File: src/rtl/mma_pkg.sv
// mma_pkg: shared types and constants for the matrix-multiply job sequencer.
package mma_pkg;

    typedef enum logic [2:0] {
        IDLE,
        RD_ISSUE,
        RD_WAIT,
        CMP_ISSUE,
        CMP_WAIT,
        WB_ISSUE,
        WB_WAIT,
        DONE
    } state_t;

    typedef enum logic [1:0] {
        ERR_OK,
        ERR_BAD_TYPE,
        ERR_TIMEOUT,
        ERR_ABORT
    } err_t;

    localparam logic [1:0] TYPE_M8K16N32  = 2'd0;
    localparam logic [1:0] TYPE_M16K16N16 = 2'd1;
    localparam logic [1:0] TYPE_M32K16N8  = 2'd2;
    localparam logic [1:0] TYPE_ILLEGAL   = 2'd3;

    // Block dimensions indexed by matrix type; the illegal slot is zero.
    localparam int M_DIM [4] = '{8, 16, 32, 0};
    localparam int K_DIM [4] = '{16, 16, 16, 0};
    localparam int N_DIM [4] = '{32, 16, 8, 0};

    typedef struct packed {
        logic [1:0] mtype;
        logic [5:0] mul;
        logic [5:0] add;
    } cmd_t;

    localparam int CMD_W = $bits(cmd_t);

    function automatic logic type_legal(input logic [1:0] t);
        return t != TYPE_ILLEGAL;
    endfunction

endpackage

File: src/rtl/mma_cmd_slot.sv
// mma_cmd_slot: one-entry valid/ready command buffer, emptied by the sequencer's pop.
module mma_cmd_slot
    import mma_pkg::*;
(
    input  logic             clk,
    input  logic             rstn,
    input  logic             in_valid,
    output logic             in_ready,
    input  logic [CMD_W-1:0] in_data,
    input  logic             pop,
    output logic             full,
    output logic [CMD_W-1:0] out_data
);

    logic accept;

    assign in_ready = !full;
    assign accept   = in_valid && in_ready;

    always_ff @(posedge clk or negedge rstn) begin
        if (!rstn) begin
            full     <= 1'b0;
            out_data <= '0;
        end else begin
            full <= accept || (full && !pop);
            if (accept) out_data <= in_data;
        end
    end

endmodule

File: src/rtl/mma_job_ctrl.sv
// mma_job_ctrl: job-level sequencer for the blocked matrix-multiply engine.
// Runs load, NBLK compute passes and writeback per command, with a per-wait watchdog and abort.
module mma_job_ctrl
    import mma_pkg::*;
#(
    parameter int  NBLK    = 4,
    parameter int  TIMEOUT = 4096,
    parameter int  WD_W    = 16,
    localparam int BW      = (NBLK > 1) ? $clog2(NBLK) : 1
) (
    input  logic          clk,
    input  logic          rstn,
    input  logic          cmd_valid,
    output logic          cmd_ready,
    input  logic [1:0]    cmd_type,
    input  logic [5:0]    cmd_mul_prec,
    input  logic [5:0]    cmd_add_prec,
    input  logic          abort,
    output logic [1:0]    cfg_type,
    output logic [5:0]    cfg_mul_valid,
    output logic [5:0]    cfg_add_valid,
    output logic          read_start,
    input  logic          read_done,
    output logic          cmp_start,
    output logic [BW-1:0] cmp_blk,
    input  logic          cmp_done,
    output logic          wb_start,
    input  logic          wb_done,
    output logic          busy,
    output logic          job_done,
    output logic [1:0]    job_err,
    output logic [31:0]   job_cycles
);

    state_t           state, nxt;
    err_t             err_nxt;
    logic             slot_full, pop, legal, wait_st, done_in, tmo, last;
    logic [CMD_W-1:0] slot_data;
    cmd_t             slot_cmd;
    logic [WD_W-1:0]  wd;
    logic [31:0]      cnt;

    mma_cmd_slot u_slot (
        .clk      (clk),
        .rstn     (rstn),
        .in_valid (cmd_valid),
        .in_ready (cmd_ready),
        .in_data  ({cmd_type, cmd_mul_prec, cmd_add_prec}),
        .pop      (pop),
        .full     (slot_full),
        .out_data (slot_data)
    );

    assign slot_cmd   = cmd_t'(slot_data);
    assign legal      = type_legal(slot_cmd.mtype);
    assign pop        = state == IDLE && slot_full;
    assign last       = cmp_blk == BW'(NBLK - 1);
    assign wait_st    = state inside {RD_WAIT, CMP_WAIT, WB_WAIT};
    assign done_in    = (state == RD_WAIT && read_done) || (state == CMP_WAIT && cmp_done) ||
                        (state == WB_WAIT && wb_done);
    assign tmo        = wd == WD_W'(TIMEOUT - 1);
    assign busy       = state != IDLE;
    assign read_start = state == RD_ISSUE;
    assign cmp_start  = state == CMP_ISSUE;
    assign wb_start   = state == WB_ISSUE;
    assign job_done   = state == DONE;

    always_comb begin
        nxt     = state;
        err_nxt = ERR_OK;
        case (state)
            IDLE: begin
                if (slot_full) begin
                    nxt     = legal ? RD_ISSUE : DONE;
                    err_nxt = legal ? ERR_OK : ERR_BAD_TYPE;
                end
            end
            RD_ISSUE:  nxt = RD_WAIT;
            RD_WAIT:   nxt = done_in ? CMP_ISSUE : RD_WAIT;
            CMP_ISSUE: nxt = CMP_WAIT;
            CMP_WAIT:  nxt = done_in ? (last ? WB_ISSUE : CMP_ISSUE) : CMP_WAIT;
            WB_ISSUE:  nxt = WB_WAIT;
            WB_WAIT:   nxt = done_in ? DONE : WB_WAIT;
            DONE:      nxt = IDLE;
            default:   nxt = IDLE;
        endcase
        // A done in the last watchdog cycle wins over the timeout; abort wins over both.
        if (wait_st && !done_in && tmo) begin
            nxt     = DONE;
            err_nxt = ERR_TIMEOUT;
        end
        if (abort && state != IDLE && state != DONE) begin
            nxt     = DONE;
            err_nxt = ERR_ABORT;
        end
    end

    always_ff @(posedge clk or negedge rstn) begin
        if (!rstn) begin
            state         <= IDLE;
            cfg_type      <= '0;
            cfg_mul_valid <= '0;
            cfg_add_valid <= '0;
            cmp_blk       <= '0;
            job_err       <= '0;
            job_cycles    <= '0;
            wd            <= '0;
            cnt           <= '0;
        end else begin
            state <= nxt;
            wd    <= wait_st ? wd + WD_W'(1) : '0;
            if (nxt == RD_ISSUE) begin
                cfg_type      <= slot_cmd.mtype;
                cfg_mul_valid <= slot_cmd.mul;
                cfg_add_valid <= slot_cmd.add;
                cmp_blk       <= '0;
                cnt           <= '0;
            end else if (cnt != '1) begin
                cnt <= cnt + 32'd1;
            end
            if (state == CMP_WAIT && nxt == CMP_ISSUE) cmp_blk <= cmp_blk + BW'(1);
            // cnt lags the DONE cycle by one and excludes the RD_ISSUE cycle, hence +2.
            if (nxt == DONE) begin
                job_err    <= err_nxt;
                job_cycles <= (state == IDLE) ? '0 : (cnt > 32'hFFFF_FFFD ? '1 : cnt + 32'd2);
            end
        end
    end

endmodule
File: config.mk
export PLATFORM = sky130hd
export DESIGN_NAME = mma_job_ctrl
export DESIGN_NICKNAME = d
export VERILOG_FILES = /design/src/rtl/mma_pkg.sv /design/src/rtl/mma_cmd_slot.sv /design/src/rtl/mma_job_ctrl.sv
export SDC_FILE = /design/constraint.sdc
export NUM_CORES = 1
export LEC_CHECK = 0
export ABC_AREA = 0
export CORE_MARGIN = 3
export CORE_UTILIZATION = 25
export DETAILED_ROUTE_END_ITERATION = 6
export HOLD_SLACK_MARGIN = 0.05
export SKIP_CTS_REPAIR_TIMING = 1
export SYNTH_ARGS = -nofsm -noshare
export SYNTH_HDL_FRONTEND = slang
export SYNTH_SLANG_ARGS = --single-unit
File: constraint.sdc
create_clock -name clk -period 2.3 [get_ports clk]
set_clock_uncertainty 0.05 [all_clocks]
set_input_delay 0.23 -clock clk [delete_from_list [all_inputs] [get_ports clk]]
set_output_delay 0.23 -clock clk [all_outputs]
set_load 0.05 [all_outputs]
* Word-level counts from Yosys, hierarchy flattened
Cells that the tools add are included.
** Word-level totals
- Output and inout port bits :: 56
- Register bits after elaboration :: 116
- Bits of input ports :: 21
- Word-level logic and storage cells :: 74
** Cells by class
- $add $sub $neg :: 4
- Muxes and demuxes :: 21
- Eq/ne operators :: 15
- Reductions and logical operators :: 22
- $lt $le $gt $ge :: 1
** Operator list (number)
- $mux 32 :: 4
- $add 32x1->32 const B :: 1
- $add 32x2->32 const B :: 1
- $gt 32x32->1 const B :: 1
- $ne 32x32->1 const B :: 1
- $pmux 3 s8 :: 1
- $mux 3 :: 6
- $add 16x1->16 const B :: 1
- $eq 16x12->1 const B :: 1
- $mux 16 :: 1
- $eq 3x3->1 const B :: 5
- $logic_and 1x1->1 :: 11
- $eq 3x2->1 const B :: 3
- $mux 2 :: 4
- $eq 3x1->1 const B :: 2
- $reduce_bool 3->1 :: 2
- $mux 1 :: 5
- $reduce_bool 2->1 :: 2
- $logic_not 1->1 :: 3
- $logic_not 3->1 :: 1
- $logic_or 1x1->1 :: 3
- $ne 3x3->1 const B :: 1
- $add 2x1->2 const B :: 1
- $eq 2x2->1 const B :: 1
- $ne 2x2->1 const B :: 1

* Logic depth before layout (Yosys ltp)
- Word-level depth :: 12
- Gate-level depth with buffers :: 9

* By module
Synthesis repeated with hierarchy kept, for this count alone.
** Second synthesis, totals
- Cells, all modules :: 585
- Area total of the unflattened synthesis :: 6137.1 µm²
** By module, submodules not included
- mma_job_ctrl :: area each 5521.5 µm², times used 1, cells each 551
- mma_cmd_slot :: area each 615.6 µm², times used 1, cells each 34

* Worst setup path after synthesis
Ideal clock, no wire load.
- Path type :: register to register
- Start point :: register state[2]
- End point :: register job_cycles[10]
- Stages on the path, launching flop included :: 8
- Arrival time :: 2.008 ns
- Setup slack :: 0.114 ns
- Clock period less this slack :: 2.186 ns
- Cell sequence :: dfrtp_1 buf_6 nor3_4 inv_1 nand3_2 nand3_4 buf_4 mux2_1
** RTL lines
- from (decl) :: RTL line mma_job_ctrl.sv:35 : state_t state, nxt;
- from (signal assigned) :: RTL line mma_job_ctrl.sv:110 : state <= nxt;
- $reduce_bool 3->1
- via busy :: RTL line mma_job_ctrl.sv:29 : output logic busy,
- $logic_and 1x1->1 (2 in a row) :: RTL line mma_job_ctrl.sv:92 : if (abort && state != IDLE && state != DONE) begin
- $mux 3 :: RTL line mma_job_ctrl.sv:92
- $eq 3x3->1 :: RTL line mma_job_ctrl.sv:123 : if (nxt == DONE) begin
- to (signal assigned) :: RTL line mma_job_ctrl.sv:125 : job_cycles <= (state == IDLE) ? '0 : (cnt > 32'hFFFF_FFFD ? '1 : cnt + 32'd2);
- to (decl) :: RTL line mma_job_ctrl.sv:32 : output logic [31:0] job_cycles
The timed path passes the listed nets, and every way through them passes these cells.
A chain may end at the register's enable or synchronous reset.

* Final worst setup path
- Start point :: register wd[0]
- End point :: register job_cycles[1]
** On the way
- Word-level cells in the longest chain between the ends :: 5
** RTL lines
- from (decl) :: RTL line mma_job_ctrl.sv:40 : logic [WD_W-1:0] wd;
- from (signal assigned) :: RTL line mma_job_ctrl.sv:111 : wd <= wait_st ? wd + WD_W'(1) : '0;
- $eq 16x12->1 :: RTL line mma_job_ctrl.sv:61 : assign tmo = wd == WD_W'(TIMEOUT - 1);
- $logic_and 1x1->1 :: RTL line mma_job_ctrl.sv:88 : if (wait_st && !done_in && tmo) begin
- $mux 3 :: RTL line mma_job_ctrl.sv:88
- $mux 3 :: RTL line mma_job_ctrl.sv:92
- $eq 3x3->1 :: RTL line mma_job_ctrl.sv:123
No other way between the ends.

==> impl_metrics.yaml <==
placement:
  io_buffers: 76
  preCtsSetupSlack_ps: 44.9
  place_hpwl_mm: 11.8
  place_congestion: 0.847
  post-place-cells: 1029
sta:
  slew_headroom_pct: 61.3
  worstMarginPinSlew_ps: 579
  slew_violations: 0
  fin_crit_sh_pct: 93.0
  hold_violations: 0
  finalSetupViolations: 0
  period_minus_slack_ps: 2140
  layout_setup_ws_ps: 160
  finalSetupTns_ps: 0
  rsz0062_at_grt: "false"
  fmax_ghz: 0.467
drt:
  wl_mm: 16.5
  drt_first_pass_iters: 5
  initialDrtViolationCount: 315
  vias_per_cell: 4.74
  drc: 0
  wl_per_cell_um: 15.6
  num_vias: 5022
  final_antenna_net_count: 0
pwr:
  vdd_drop_max_v: 0.000557
  power.leakage_nw: 3.42
  p_per_area_nw_per_um2: 1390
  total_power_mw: 11.4
cts:
  cts_max_level: 4
  cts_sinks: 116
  numCtsBuffers: 17
  cts_tree: "built"
  cts.clk_slew.worst_paths_ps: 50
  insertion_delay_ps: 420
  cts_max_path_buffers: 2
  cts-root-buf: "clkbuf_16"
worst_setup_path:
  criticalPathCategory: "reg2reg"
  cp.arrival_ps: 2390
  endpoint_kind: "register"
  cp.required_ps: 2550
  crit_fanout: 14
  startpoint_type: "register"
final_layout:
  nets: 757
  fin_util_pct: 34.3
  synthToLayoutAreaGrowth_pct: 32.8
  stdcell_count: 1060
  num_antenna_cells: 0
  drive_gt1_share_pct: 17.8
  seq_area_um2: 2900
  multiInputGateArea_um2: 3000
  fillers: 2371
synth:
  async_flop_share_pct: 100
  synth_nets: 647
  synth_area_leaders: "dfrtp_1 47%, nand2_1 4.2%, xnor2_1 3.3%"
  synth.distinct_cells: 68
  seq_area_frac_synth_pct: 47.0
  syn_area_um2: 6180
  yosysWarningCount: 0
  synth_top_area_share_pct: 47.0
  avgSynthCellArea_um2: 9.96
  syn_inst: 620
  synth_ff_type: "dfrtp_1"
  ys_ff_latch: 116
  yosysTopAreaCell: "dfrtp_1"
  synth_edf_count: 0
floorplanning:
  ios: 77
  fp.dieH_um: 163
  dieArea_um2: 26600
  start_util_pct: 25.8
  rows: 56
  dieWidth_um: 163
  coreArea_um2: 23900
global_routing:
  globalRouteOverflowTotal: 0
  grt_pass1_wl_mm: 27.6
  grt_pass1_vias: 5151
  grt.total_usage_pct: 13.0
  antenna_found_initial: 0
  grt_max_degree: 51
run_status:
  outcome: "complete, no violations"
flow_run:
  drv_cap: 0
hold_path:
  worst_hold_path_type: "in2async"
==> layout make-up <==
type                            count  area share (%)
Multi-Input combinational cell    446            36.6
Sequential cell                   116            35.4
Clock buffer                       21            5.74
Inverter                           12           0.549
Timing Repair Buffer              137            15.6
Tap cell                          319            4.87
Clock inverter                      9            1.28
==> worst max-delay path: stages, from the launching register on <==
cell and delay, ps:
dfrtp_1 400, ha_1 240, nand2_1 110, nor4_4 380, nand4bb_4 220, nand3_4 250
mux2_2 360
==> flip-flops by register name, indices dropped and copies added, names as in the netlist <==
register / flops
cnt: 32
job_cycles: 32
wd: 16
u_slot.out_data: 14
cfg_add_valid: 6
cfg_mul_valid: 6
state: 3
cfg_type: 2
cmp_blk: 2
job_err: 2
u_slot.full: 1
==> Yosys cell counts, drive strengths merged, types with 4 or more instances <==
library cell / instances
a21oi: 28
a31oi: 4
and2: 4
and3: 7
and4: 7
buf: 34
clkbuf: 12
dfrtp: 116
ha: 6
inv: 12
mux2: 27
nand2: 69
nand3: 36
nand4: 20
nor2: 42
nor3: 25
nor4: 22
o21ai: 23
o2bb2ai: 17
o31a: 13
or3: 17
or4: 6
xnor2: 23
xor2: 14
==> where the power goes <==
group          total (mW)  switching (mW)  internal (mW)
logic                5.25            3.24           2.01
registers            3.56           0.708           2.85
clock network        2.60           0.942           1.66
total                11.4            4.89           6.52
==> cell usage in the layout (no fill, tap or decap), drive strengths merged, types with 2 or more instances in the layout <==
cell type / instances
a2111oi: 2
a21o: 3
a21oi: 28
a311oi: 3
a31oi: 4
and2: 4
and3: 7
and4: 7
buf: 64
bufinv: 2
clkbuf: 21
clkdlybuf4s50: 70
clkinv: 6
dfrtp: 116
dlymetal6s2s: 2
ha: 6
inv: 12
mux2: 27
mux2i: 2
nand2: 69
nand3: 36
nand4: 20
nor2: 42
nor3: 25
nor3b: 3
nor4: 22
o211ai: 2
o21a: 3
o21ai: 23
o2bb2ai: 17
o31a: 13
o31ai: 3
or3: 17
or4: 6
xnor2: 23
xor2: 14
==> per-layer routing <==
layer	GRT usage, %	vias to the layer above	wire length (um)
li1	-	2479	-
met2	19.6	80	7440
met5	0	-	0
met3	2.92	17	506
met4	3.84	0	251
met1	18.6	2446	8340
==> cells by family (layout without fill, tap and decap cells) <==
logic type | after synthesis | in the layout | share of synthesized area [%]
xor gates and xnor gates | 37 | 37 | 5.25
DFF | 116 | 116 | 47.0
adders and majority gates | 6 | 6 | 1.22
AOI/OAI and AO/OA | 109 | 109 | 12.4
buffers and inverters | 58 | 179 | 4.56
and+or+nand+nor | 265 | 265 | 24.3
muxes | 29 | 29 | 5.31
==> metrics by stage <==
step	instance area (um2)	hold slack (ps)
floorplan	6180	-116
global placement	7600	75.0
global route	8200	205
finish	8200	182
CTS	8180	-374
detailed placement	7600	72.2
==> final timing paths <==
kind / end / cells after the start / startpoint / slack (ps)
max: job_cycles[1]$_DFFE_PN0N_ / 6 / wd[0]$_DFF_PN0_ / 160
min: cnt[7]$_DFFE_PN0P_ / 2 / rstn / 180
max reg2reg: job_cycles[1]$_DFFE_PN0N_ / 6 / wd[0]$_DFF_PN0_ / 160
min reg2reg: cfg_mul_valid[3]$_DFFE_PN0N_ / 2 / u_slot.out_data[9]$_DFFE_PN0P_ / 410
max in group asynchronous: u_slot.out_data[2]$_DFFE_PN0P_ / 3 / rstn / 1370
min in group clk: u_slot.out_data[10]$_DFFE_PN0P_ / 2 / cmd_mul_prec[4] / 370
Note: power is estimated with default switching activity, not from simulation.
